**src/rtl/name_commit_queue.sv**
```systemverilog
// In-order commit queue: records allocated physical names in program order,
// marks them done on writeback, and frees them from the head one per cycle.
module name_commit_queue #(
    parameter int name_width = 1,
    parameter int depth      = 4,
    parameter int ptr_width  = 2
) (
    input  logic                  CLK,
    input  logic                  RST,
    input  logic                  ENQ_E,
    input  logic [name_width-1:0] ENQ_NAME,
    output logic                  ENQ_READY,
    input  logic                  DONE_E,
    input  logic [name_width-1:0] DONE_NAME,
    input  logic                  COMMIT_EN,
    output logic                  FE,
    output logic [name_width-1:0] FREE_NAME,
    output logic [ptr_width:0]    COUNT
);

    localparam logic [ptr_width:0] full_count = (ptr_width + 1)'(depth);

    logic [name_width-1:0] names [depth];
    logic [depth-1:0]      done;
    logic [ptr_width-1:0]  head;
    logic [ptr_width-1:0]  tail;
    logic [ptr_width:0]    count;

    logic                  not_empty;
    logic                  enq_accept;
    logic [depth-1:0]      valid;
    logic [ptr_width-1:0]  offset;

    always_comb begin
        not_empty  = (count != '0);
        ENQ_READY  = (count < full_count);
        enq_accept = ENQ_E && ENQ_READY;
        FE         = not_empty && done[head] && COMMIT_EN;
        FREE_NAME  = not_empty ? names[head] : '0;
        COUNT      = count;
    end

    // An entry is live when its distance from head (mod depth) is below count.
    always_comb begin
        valid  = '0;
        offset = '0;
        for (int i = 0; i < depth; i++) begin
            offset   = ptr_width'(i) - head;
            valid[i] = ({1'b0, offset} < count);
        end
    end

    always_ff @(posedge CLK) begin
        if (RST) begin
            head  <= '0;
            tail  <= '0;
            count <= '0;
            done  <= '0;
            for (int i = 0; i < depth; i++) begin
                names[i] <= '0;
            end
        end else begin
            for (int i = 0; i < depth; i++) begin
                if (DONE_E && valid[i] && (names[i] == DONE_NAME)) begin
                    done[i] <= 1'b1;
                end
            end

            if (FE) begin
                done[head] <= 1'b0;
                head       <= head + ptr_width'(1);
            end

            // The tail slot is never live while enqueue is accepted, so this
            // cannot collide with the done-mark or retire updates above.
            if (enq_accept) begin
                names[tail] <= ENQ_NAME;
                done[tail]  <= DONE_E && (DONE_NAME == ENQ_NAME);
                tail        <= tail + ptr_width'(1);
            end

            case ({enq_accept, FE})
                2'b10:   count <= count + (ptr_width + 1)'(1);
                2'b01:   count <= count - (ptr_width + 1)'(1);
                default: count <= count;
            endcase
        end
    end

endmodule

```
**config.mk**
```make
export PLATFORM = sky130hd
export DESIGN_NAME = name_commit_queue
export DESIGN_NICKNAME = d
export VERILOG_FILES = /design/src/rtl/name_commit_queue.sv
export SDC_FILE = /design/constraint.sdc
export NUM_CORES = 1
export LEC_CHECK = 0
export CAP_MARGIN = 40
export CORE_UTILIZATION = 45
export CTS_CLUSTER_DIAMETER = 60
export DETAILED_ROUTE_END_ITERATION = 6
export PLACE_DENSITY = 0.66
export SYNTH_ARGS = -nofsm -noshare
export SYNTH_HDL_FRONTEND = slang
export SYNTH_SLANG_ARGS = --single-unit
```
**constraint.sdc**
```tcl
create_clock -name CLK -period 3.1 [get_ports CLK]
set_input_delay 0.93 -clock CLK [delete_from_list [all_inputs] [get_ports CLK]]
set_output_delay 0.93 -clock CLK [all_outputs]
set_load 0.05 [all_outputs]
```
=== Yosys cells after proc, flatten, opt, wreduce, memory -nomap -nowiden ===
Memory sizes are Yosys's and may differ from the RTL's. A register that Yosys moved wholly into a read port is not among the register bits.
Cells that the tools add are included.

* Flip-flop bits (word level): 11
* Bits in latches: 0
* RAM bits: 4
* Memory bits (read-only): 0
* Output and inout bits: 6
* Logic and storage cells: 78
* Memories kept: 1

{| class="wikitable"
|+ Memory list
! name !! depth !! width !! rd ports !! clocked after Yosys merged registers in !! wr ports !! line !! text
|-
| names || 4 || 1 || 5 || 1 || 4 || 23 || <nowiki>logic [name_width-1:0] names [depth];</nowiki>
|}

* $add $sub $neg: 8
* $mul: 0
* Div/mod/pow operators: 0
* Order comparisons: 9
* Eq/ne operators: 7
* Shift operators: 0
* Mux-type cells: 30
* Bitwise gates (word level): 2
* Reduce and logical (&&, ||, !) cells: 17

{| class="wikitable"
|+ Operators with widths
! cell !! number
|-
| $mux W1 || 19
|-
| $logic_and A1 B1 Y1 || 14
|-
| $lt A2 B3 Y1 || 4
|-
| $mux W4 || 3
|-
| $lt A2 B3 Y1 const B || 2
|-
| $mux W2 || 3
|-
| $pmux W3 S2 || 1
|-
| $eq A1 B1 Y1 || 5
|-
| $add A2 B1 Y2 const B || 2
|-
| $and A4 B4 Y4 || 1
|-
| $bwmux W4 || 1
|-
| $demux W1 S2 || 2
|-
| $ge A2 B1 Y1 const B || 2
|-
| $not A4 Y4 || 1
|-
| $sub A1 B2 Y2 const A || 2
|-
| $sub A2 B2 Y2 const A || 2
|-
| $add A3 B1 Y3 const B || 1
|-
| $lt A3 B3 Y1 const B || 1
|-
| $reduce_bool A3 Y1 || 1
|-
| $sub A3 B1 Y3 const B || 1
|-
| $bmux W1 S2 || 1
|-
| $eq A2 B1 Y1 const B || 1
|-
| $eq A2 B2 Y1 const B || 1
|-
| $reduce_bool A2 Y1 || 1
|-
| $reduce_or A1 Y1 || 1
|}

=== Logic depth before layout (Yosys ltp) ===
Gate-level depths: netlist of the first run.

* Word-level depth: 11
* Gate-level depth with buffers: 10
* Gate-level depth less buffers: 8

=== Worst setup path after synthesis of the first run ===
OpenSTA, ideal clock, no wires.

* Path kind: input port to flip-flop
* Start point: input ENQ_E
* End point: register count[2] (netlist: COUNT[2])
* Library setup time: 71 ps
* Arrival: 2646 ps
* Required time: 3029 ps
* Path slack: 383 ps
* Cell stages on the path: 10
* Path through: nor2b_1 clkbuf_8 clkbuf_1 inv_1 ha_1 inv_1 fa_1 xor2_1 or3_1 a21oi_1

* Longest elaborated chain between the ends: 3

{| class="wikitable"
|+ RTL lines
! item !! line !! text
|-
| from (decl) || 10 || <nowiki>input logic ENQ_E,</nowiki>
|-
| $logic_and A1 B1 Y1 (*) || 37 || <nowiki>enq_accept = ENQ_E && ENQ_READY;</nowiki>
|-
| $eq A2 B1 Y1 / $eq A2 B2 Y1 (equally long branches) || 82 || <nowiki>case ({enq_accept, FE})</nowiki>
|-
| $pmux W3 S2 / $reduce_bool A2 Y1 (equally long branches) || -- ||
|-
| to (signal assigned) || 83 || <nowiki>2'b10: count <= count + (ptr_width + 1)'(1);</nowiki>
|-
| to (signal assigned) || 84 || <nowiki>2'b01: count <= count - (ptr_width + 1)'(1);</nowiki>
|-
| to (signal assigned) || 85 || <nowiki>default: count <= count;</nowiki>
|-
| to (decl) || 27 || <nowiki>logic [ptr_width:0] count;</nowiki>
|}

Mark *: on every way between the ends. The rest lies on a longest branch, timed or not.
A chain may end at the register's enable or synchronous reset.

==> results of run 1 <==
[where the power goes]
part / internal, mW / total (mW) / switching (mW)
Combinational: 0.0911 / 0.207 / 0.116
Sequential: 0.248 / 0.274 / 0.0260
Clock: 0.0480 / 0.122 / 0.0745
[cells in the mapped netlist]
| cell type | count | area share, % |
|---|---|---|
| clkbuf_1 | 4 | 1.3 |
| nor4_2 | 1 | 1.1 |
| nor3_1 | 3 | 1.3 |
| nor2_1 | 8 | 2.5 |
| ha_1 | 13 | 14 |
| xor2_1 | 6 | 4.5 |
| inv_1 | 12 | 3.8 |
| a211oi_1 | 2 | 1.3 |
| nor2b_1 | 4 | 2.1 |
| edfxtp_1 | 4 | 10 |
| buf_6 | 3 | 2.9 |
| and2b_2 | 1 | 0.74 |
| nand2_1 | 6 | 1.9 |
| nor2b_4 | 1 | 1.2 |
| or3_1 | 1 | 0.53 |
| nor3b_1 | 2 | 1.3 |
| xnor2_1 | 3 | 2.2 |
| nand3_1 | 3 | 1.3 |
| a31oi_1 | 3 | 1.6 |
| o21ai_0 | 2 | 0.85 |
| fa_1 | 1 | 1.7 |
| o31ai_1 | 1 | 0.64 |
| dfxtp_1 | 13 | 22 |
| a31o_2 | 4 | 3.0 |
| a221oi_1 | 1 | 0.74 |
| o31a_1 | 1 | 0.74 |
| a21oi_1 | 8 | 3.4 |
| mux2i_1 | 1 | 0.85 |
| and3_1 | 4 | 2.1 |
| clkbuf_8 | 1 | 1.2 |
| o41ai_1 | 3 | 2.2 |
| o211ai_1 | 1 | 0.64 |
| mux4_2 | 2 | 3.8 |
| nand3b_1 | 1 | 0.64 |
[cells by family after synthesis]
logic type	share of synthesized area [%]
flops	32.3
xor+xnor	6.69
fa+ha+maj	15.5
simple gates	16.7
compound gates	15.1
mux	4.67
buf+inv	9.13
[per-layer routing]
| layer | global-route usage, % | share of wire (%) | vias up |
|---|---|---|---|
| met3 | 5.46 | 5.6 | 7 |
| met1 | 26.1 | 43 | 432 |
| met5 | 0 | 0 | - |
| met4 | 6.58 | 1.8 | 0 |
| li1 | - | - | 456 |
| met2 | 35.7 | 50 | 28 |
[cell type report]
type / instances / area [um^2] / area share, %
Multi-Input combinational cell: 87 / 691 / 51.5
Sequential cell: 17 / 380 / 28.4
Timing Repair Buffer: 16 / 160 / 11.9
Inverter: 12 / 45.0 / 3.36
Tap cell: 30 / 37.5 / 2.80
Clock buffer: 3 / 22.5 / 1.68
Clock inverter: 1 / 5.00 / 0.373
[through the flow]
stage | instances | cell area, um^2 | hold WS [ns] | power, mW | util, %
2_1_floorplan | 124 | 1180 | 0.528 | 0.427 | -
3_3_place_gp | 162 | 1310 | 0.566 | 0.483 | 53.0
4_1_cts | 166 | 1340 | 0.573 | 0.608 | 54.1
3_5_place_dp | 162 | 1310 | 0.556 | 0.485 | 53.0
5_1_grt | 166 | 1340 | 0.639 | 0.646 | 54.1
6_report | 166 | 1340 | 0.571 | 0.603 | 54.1
[how the worst max path moves through the flow]
stage,endpoint,cells past startpoint,start,slack [ns]
2_1_floorplan,COUNT[2],10,ENQ_E,0.38
3_3_place_gp,COUNT[2],9,COMMIT_EN,0.22
5_1_grt,FREE_NAME,3,names[2],0.13
3_5_place_dp,COUNT[2],9,COMMIT_EN,0.17
6_report,FREE_NAME,3,names[2],0.18
4_1_cts,FREE_NAME,3,names[3],0.16
[worst max-delay path: stages, from the launching register on]
cell	delay [ns]
edfxtp_1	0.42
mux4_2	0.47
o31a_1	0.12
clkdlybuf4s50_1	0.70
==> summary.md, run 1 <==
| Metric | Value |
|---|---|
| Status | complete, no violations |
| Clk_lat worst skew | roughly 0.29 ns |
| Filler cell count | between 200 and 250 |
| Dpl hpwl | ~1900 um |
| Mapped Cells | about 120 |
| CP Max Fanout | 2 |
| Starting Density | around 48% |
| Worst-path clk slew | between 0.1 and 0.15 ns |
| Die Area | between 2000 and 3000 um^2 |
| DRC | 0 |
| Crit end category | output pin |
| Setup ws final | 0.176 ns |
| Setup slack at placement | 0.175 ns |
| Fin crit share | 94.3% |
| Pre-Repair DR Iteration Count | 5 |
| Drt first-iter violations | 26 |
| CP startpoint kind | flip-flop |
| Static leakage | between 0.5 and 0.6 nW |
| Number of synthesized register bits | 17 |
| Max transition margin | 67.0% |
| Deepest level of the CTS H-tree | 1 |
| Vias per Instance | approximately 5.6 |
| Crit path time final | about 2.9 ns |
| P per Cell Area | about 450 nW/um^2 |
| Share of layout cells above drive strength 1 | 13.2% |
| WHS Path Cells | 2 |
| Worst min-delay path startpoint | COUNT[1] |
| Via count | just over 900 |
| Reg2reg path depth | 8 |
| Die Wd | approximately 53 um |
| Max Buffers Root-to-Sink | 2 |
| Ant diodes | 0 |
| RSZ-0062 raised after global routing | no |
| Hold Path End | COUNT[1] |
| Total track usage | between 20% and 30% |
| Max-Cap Viols | 0 |
| Largest net degree at the start of global routing | 20 |
| # setup viols final | 0 |
| Core Rows | 18 |
| Overflow after GRT | 0 |
| TritonCTS clock tree | built |
| Post-CTS Setup Bufs | 0 |
| Post-CTS Hold Fix Bufs | 0 |
| Max Clk Rate | around 340 MHz |
| Arrival time worst endpoint | between 1.5 and 2 ns |
| Post-Syn Area per Cell | between 9 and 10 um^2 |
| Height of the die | about 53 um |
| Syn Nets | about 150 |
| Post-detailed-route count of antenna-violating nets | 0 |
| First-pass GRT wire length | ~4300 um |
| Gpl congestion | around 0.89 |
| Vias in the first global route | ~960 |
| Port Buf Inserts | 12 |
| Sequential fraction of the synthesis area | between 30% and 40% |
| TritonCTS buffer count | 3 |
| Min-delay worst type | reg -> reg |
| # clock sinks | 17 |
| Drt wl/cell | between 10 and 15 um |
| Nets | 158 |
| Routed WL | around 2400 um |
| Area grow syn2layout | 13.8% |
| Reg-to-Reg Start | COUNT[2] |
| Worst slew pin tran | 0.493 ns |
| Ports | 13 |
| Peak VDD IR | a little under 300 uV |
| Crit path kind | reg -> out |
| Synth unique cells | 34 |
| Final Slew Violations | 0 |
| Post-CTS resize count | 0 |
| Most frequent cells in the layout | dfxtp_1 (13), ha_1 (13), inv_1 (12), clkdlybuf4s50_1 (11) |
| Setup_tns | 0 ns |
| Clock root cell | clkbuf_4 |
| Syn. warnings | 0 |
| Final hold violations | 0 |
| Worst reg2reg setup slack | slightly below 0.9 ns |
| Synth Cell Area | 1180 um^2 |
| WP data required | between 2 and 2.5 ns |
| Initial antenna violation count | 0 |
| Core Footprint | roughly 2500 um^2 |
| Clock Skews | 0.00547 ns |
| R2r endpoint | COUNT[2] |
(Power assumes the default switching activity.)
==> run 2, diff against run 1 <==
CORE_UTILIZATION = 46   (was 45)
GPL_TIMING_DRIVEN = 0   (was unset)
PLACE_DENSITY = 0.67   (was 0.66)
==> run 2 against run 1 <==
Compared with the run above: die area shrank 2.1%; critical path depth grew 2; clock skew grew 0.0043 ns; fmax shrank 4.3%; worst setup slack lost 0.13 ns; clock power is essentially flat; total power shrank 0.36%; sequential power is essentially flat; register-to-register slack lost 0.15 ns; critical endpoint is now FE; largest power group unchanged.
==> summary.md, run 2 (synthesized netlist as in run 1, its figures left out) <==
| Metric | Value |
|---|---|
| Final core occ | between 50 and 60% |
| RSZ-0062 raised after global routing | no |
| Multi-input logic area | ~690 um^2 |
| Peak VDD IR | approximately 300 uV |
| Filler cell count | 217 |
| Clock root cell | clkbuf_4 |
| Largest net degree at the start of global routing | 12 |
| Post-CTS Hold Fix Bufs | 0 |
| Worst min-delay path startpoint | COUNT[1] |
| Ant diodes | 0 |
| Fin crit share | between 90 and 100% |
| Status | complete, no violations |
| Setup ws final | about 0.043 ns |
| Port Buf Inserts | 10 |
| P per Cell Area | between 400 and 500 nW/um^2 |
| Core Rows | 17 |
| Worst reg2reg setup slack | approximately 0.73 ns |
| Critical Path, Cell by Cell | clkdlybuf4s50_1 -> o31ai_1 -> nor2b_4 -> buf_6 -> clkdlybuf4s18_2 |
| First-pass GRT wire length | 4080 um |
| Routed WL | ~2300 um |
| Dpl cell area | roughly 1300 um^2 |
| Max transition margin | 66.7% |
| Max Clk Rate | 327 MHz |
| Min-delay worst type | reg -> reg |
| Dpl hpwl | between 1500 and 2000 um |
| Max-Cap Viols | 0 |
| Crit path time final | 3.06 ns |
| Deepest level of the CTS H-tree | 1 |
| Hold Path End | COUNT[1] |
| Vias in the first global route | roughly 900 |
| Worst-path clk slew | around 0.11 ns |
| Pre-Repair DR Iteration Count | 4 |
| R2r endpoint | COUNT[2] |
| Die Wd | approximately 53 um |
| Static leakage | between 0.5 and 0.6 nW |
| Max Buffers Root-to-Sink | 2 |
| Setup slack at placement | -0.399 ns |
| TritonCTS buffer count | 3 |
| Total track usage | between 20% and 30% |
| Drt first-iter violations | 22 |
| Worst slew pin tran | 0.498 ns |
| TritonCTS clock tree | built |
| Arrival time worst endpoint | roughly 2.1 ns |
| Final hold violations | 0 |
| # clock sinks | 17 |
| Gpl congestion | about 0.85 |
| Clock Skews | roughly 0.0098 ns |
| Reg-to-Reg Start | head[0] |
| Crit path kind | in -> out |
| Die Area | between 2000 and 3000 um^2 |
| Overflow after GRT | 0 |
| Most frequent cells in the layout | dfxtp_1 (13), ha_1 (13), inv_1 (12), clkdlybuf4s50_1 (9) |
| # setup viols final | 0 |
| CP startpoint kind | input port |
| Core Footprint | between 2000 and 2500 um^2 |
| Post-detailed-route count of antenna-violating nets | 0 |
| Post-route cell area | 1340 um^2 |
| Starting Density | 50.8% |
| WHS Path Cells | 2 |
| CP max stage delay | between 0.4 and 0.5 ns |
| Via count | 919 |
| Initial antenna violation count | 0 |
| Area grow syn2layout | 13.7% |
| Drt wl/cell | 14.2 um |
| WP data required | around 2.2 ns |
| Vias per Instance | 5.57 |
| Height of the die | 52.6 um |
| FF+latch area | about 380 um^2 |
| Reg2reg path depth | 10 |
| Clk_lat worst skew | around 0.3 ns |
| Worst path slowest cell | clkdlybuf4s50_1 |
| Ports | 13 |
| Share of layout cells above drive strength 1 | a little over an eighth |
| Final Slew Violations | 0 |
| DRC | 0 |
| Nets | 159 |
| CP Max Fanout | 8 |
| Crit end category | output pin |
## run 2: cell count changes in the layout (fill, tap and decap cells not counted)
| cell | change |
|---|---|
| buf_4 | -4 |
| buf_6 | +3 |
| clkbuf_1 | +3 |
| clkdlybuf4s50_1 | -2 |
| buf_12 | -1 |
| clkbuf_8 | +1 |
| clkdlybuf4s18_2 | +1 |
| clkinv_2 | -1 |
| clkinvlp_4 | +1 |
## run 2: worst max-delay path by stage
| stage | startpoint | end | slack [ns] | cells past startpoint |
|---|---|---|---|---|
| floorplan | ENQ_E | COUNT[2] | 0.38 | 10 |
| global placement | COMMIT_EN | FE | -0.39 | 5 |
| detailed placement | COMMIT_EN | FE | -0.40 | 5 |
| CTS | COMMIT_EN | FE | 0.03 | 5 |
| global route | COMMIT_EN | FE | 0.00007 | 5 |
| finish | COMMIT_EN | FE | 0.04 | 5 |
## run 2: area by class of cell
type | count | share of cell area (%)
inverter | 12 | 3.36
clock buffer | 3 | 1.68
tap | 28 | 2.61
timing repair buffer | 10 | 7.47
sequential | 17 | 28.4
buffer | 7 | 4.39
multi-input combinational | 87 | 51.5
clock inverter | 1 | 0.560
## run 2: power by group
group / internal [mW] / leakage [nW] / switching (mW)
registers: 0.248 / 0.148 / 0.0239
logic: 0.0895 / 0.364 / 0.115
clock network: 0.0492 / 0.0139 / 0.0748
total: 0.387 / 0.526 / 0.214
## run 2: critical path, delay by kind of cell
family                 cells  cell delay [ns]
buffers and inverters      3             0.95
AND/OR/NAND/NOR            1             0.13
AO/OA/AOI/OAI              1             0.11
## run 2: metal layers
layer	routed length, um	global-route usage, %
met4	12	5.70
met1	1160	29.0
met5	0	0
met2	1070	32.1
met3	103	5.51
## run 2: timing repair
action                     in CTS  in global routing
cloned                          0                  0
setup endpoints to repair       1                  3
buffers inserted                0                  0
gates resized for setup         3                  1
## run 2: metrics by stage
step | hold WS, ns | std cells | setup TNS, ns | total power [mW]
after floorplan | 0.528 | 124 | 0 | 0.427
after global placement | 0.558 | 162 | -0.718 | 0.480
after detailed placement | 0.561 | 162 | -0.779 | 0.483
after CTS | 0.578 | 166 | 0 | 0.607
after global routing | 0.609 | 165 | 0 | 0.641
final | 0.582 | 165 | 0 | 0.601
==> run 3, diff against run 2 <==
REMOVE_ABC_BUFFERS = 1   (was unset)
==> run 3 against run 2 <==
Compared with the run above: worst setup slack better by 0.038 ns; sequential cell count stayed put; sequential share of layout area increased by 0.85 points; critical path type unchanged; largest cell class unchanged; clock power increased by 3%; sequential power barely moved; hold slack improved by 0.0020 ns; total power decreased by 0.10%; fmax increased by 1.3%; via count down 0.76%; combinational power decreased by 3%.
==> summary.md, run 3 (synthesized netlist as in run 1, its figures left out) <==
| Metric | Value |
|---|---|
| Status | complete, no violations |
| Fin crit share | 97.4% |
| Dpl hpwl | around 1800 um |
| Worst path slowest cell | clkdlybuf4s50_1 |
| Initial antenna violation count | 0 |
| Total track usage | around a fifth |
| WP data required | approximately 2.2 ns |
| Starting Density | roughly half |
| P per Cell Area | 461 nW/um^2 |
| Max-Cap Viols | 0 |
| Setup_tns | 0 ns |
| CP Max Fanout | 8 |
| DRC | 0 |
| CP max stage delay | ~0.46 ns |
| Post-detailed-route count of antenna-violating nets | 0 |
| Final core occ | between 50% and 60% |
| Crit end category | output pin |
| Core Footprint | 2320 um^2 |
| Via count | 912 |
| Clk_lat worst skew | approximately 0.3 ns |
| Routed WL | 2390 um |
| CP bufs+invs | 2 |
| Vias in the first global route | between 900 and 1,000 |
| FF+latch area | between 300 and 400 um^2 |
| Peak VDD IR | between 300 and 400 uV |
| TritonCTS buffer count | 3 |
| Filler cell count | between 200 and 250 |
| Nets | roughly 160 |
| CP startpoint kind | input port |
| Clock root cell | clkbuf_4 |
| First-pass GRT wire length | around 4200 um |
| # clock sinks | 17 |
| TritonCTS clock tree | built |
| Worst slew pin tran | 0.671 ns |
| Overflow after GRT | 0 |
| Arrival time worst endpoint | between 2 and 2.5 ns |
| Critical Path, Cell by Cell | clkdlybuf4s50_1 -> o31ai_1 -> nor2b_4 -> buf_2 |
| Height of the die | approximately 53 um |
| Ports | 13 |
| Core Rows | 17 |
| Port Buf Inserts | 12 |
| RSZ-0062 raised after global routing | no |
| Max transition margin | 55.1% |
| Worst-path clk slew | ~0.11 ns |
| Multi-input logic area | between 600 and 700 um^2 |
| Most frequent cells in the layout | dfxtp_1 (13), ha_1 (13), inv_1 (12), clkdlybuf4s50_1 (11) |
| Min-delay worst type | reg -> reg |
| Crit path kind | in -> out |
| Crit path time final | 3.02 ns |
| Post-route cell area | roughly 1300 um^2 |
| Drt first-iter violations | 28 |
| Die Wd | approximately 53 um |
| Static leakage | ~0.51 nW |
| Gpl congestion | 0.910 |
| Final Power | 0.601 mW |
| Post-CTS Hold Fix Bufs | 0 |
| # setup viols final | 0 |
| Clock Skews | around 0.0038 ns |
| Delay-heaviest family, CP | buffers and inverters |
| Drt wl/cell | around 15 um |
| Vias per Instance | 5.66 |
| Max Buffers Root-to-Sink | 2 |
| Final Slew Violations | 0 |
| Area grow syn2layout | 10.4% |
| Die Area | ~2800 um^2 |
| Dpl cell area | around 1300 um^2 |
| Ant diodes | 0 |
| Max Clk Rate | between 300 and 400 MHz |
| Share of layout cells above drive strength 1 | 11.3% |
| Deepest level of the CTS H-tree | 1 |
| Largest net degree at the start of global routing | 18 |
| Final hold violations | 0 |
| Pre-Repair DR Iteration Count | 4 |
-- run 3: power by group --
group          switching [mW]  internal (mW)  total [mW]
sequential             0.0267          0.248       0.275
clock                  0.0797         0.0481       0.128
combinational           0.112         0.0855       0.198
-- run 3: final timing paths --
path,to,cells past startpoint,from,slack [ns]
worst max-delay path,FE,4,COMMIT_EN,0.08
worst min-delay path,COUNT[1],2,COUNT[1],0.58
worst max register to register,COUNT[2],8,head[0],0.63
worst min register to register,COUNT[1],2,COUNT[1],0.58
-- run 3: metal layers --
metal / track usage [%] / share of wire [%] / vias up
li1: - / - / 454
met3: 6.38 / 4.9 / 7
met2: 34.4 / 50 / 27
met5: 0 / 0 / -
met1: 25.4 / 43 / 424
met4: 7.46 / 1.8 / 0
-- run 3: final cells by class --
class	instances	share of cell area [%]
flip-flops and latches	17	29.2
repair buffers	13	9.42
multi-input cells	87	53.1
well taps	28	2.69
inverters	12	3.46
clock buffers	3	1.73
clock inverters	1	0.385
-- run 3: repair_timing --
| item | CTS | global route |
|---|---|---|
| gates resized for setup | 5 | 0 |
| endpoints found under the setup margin | 1 | 0 |
| buffers inserted | 0 | 0 |
-- run 3: worst register-to-register path, stage by stage (launching register included) --
cell     delay, ns
dfxtp_1       0.56
mux4_2        0.30
nor2b_4       0.27
ha_1          0.22
inv_1         0.06
fa_1          0.38
xor2_1        0.16
or3_1         0.30
a21oi_1       0.14
-- run 3: per-stage QoR --
stage          setup WS (ns)  hold slack (ns)  cells
6_report              0.0813            0.584    161
5_1_grt               0.0246            0.622    161
4_1_cts               0.0783            0.588    161
3_5_place_dp          -0.460            0.572    157
3_3_place_gp          -0.467            0.562    156
2_1_floorplan          0.338            0.522    116
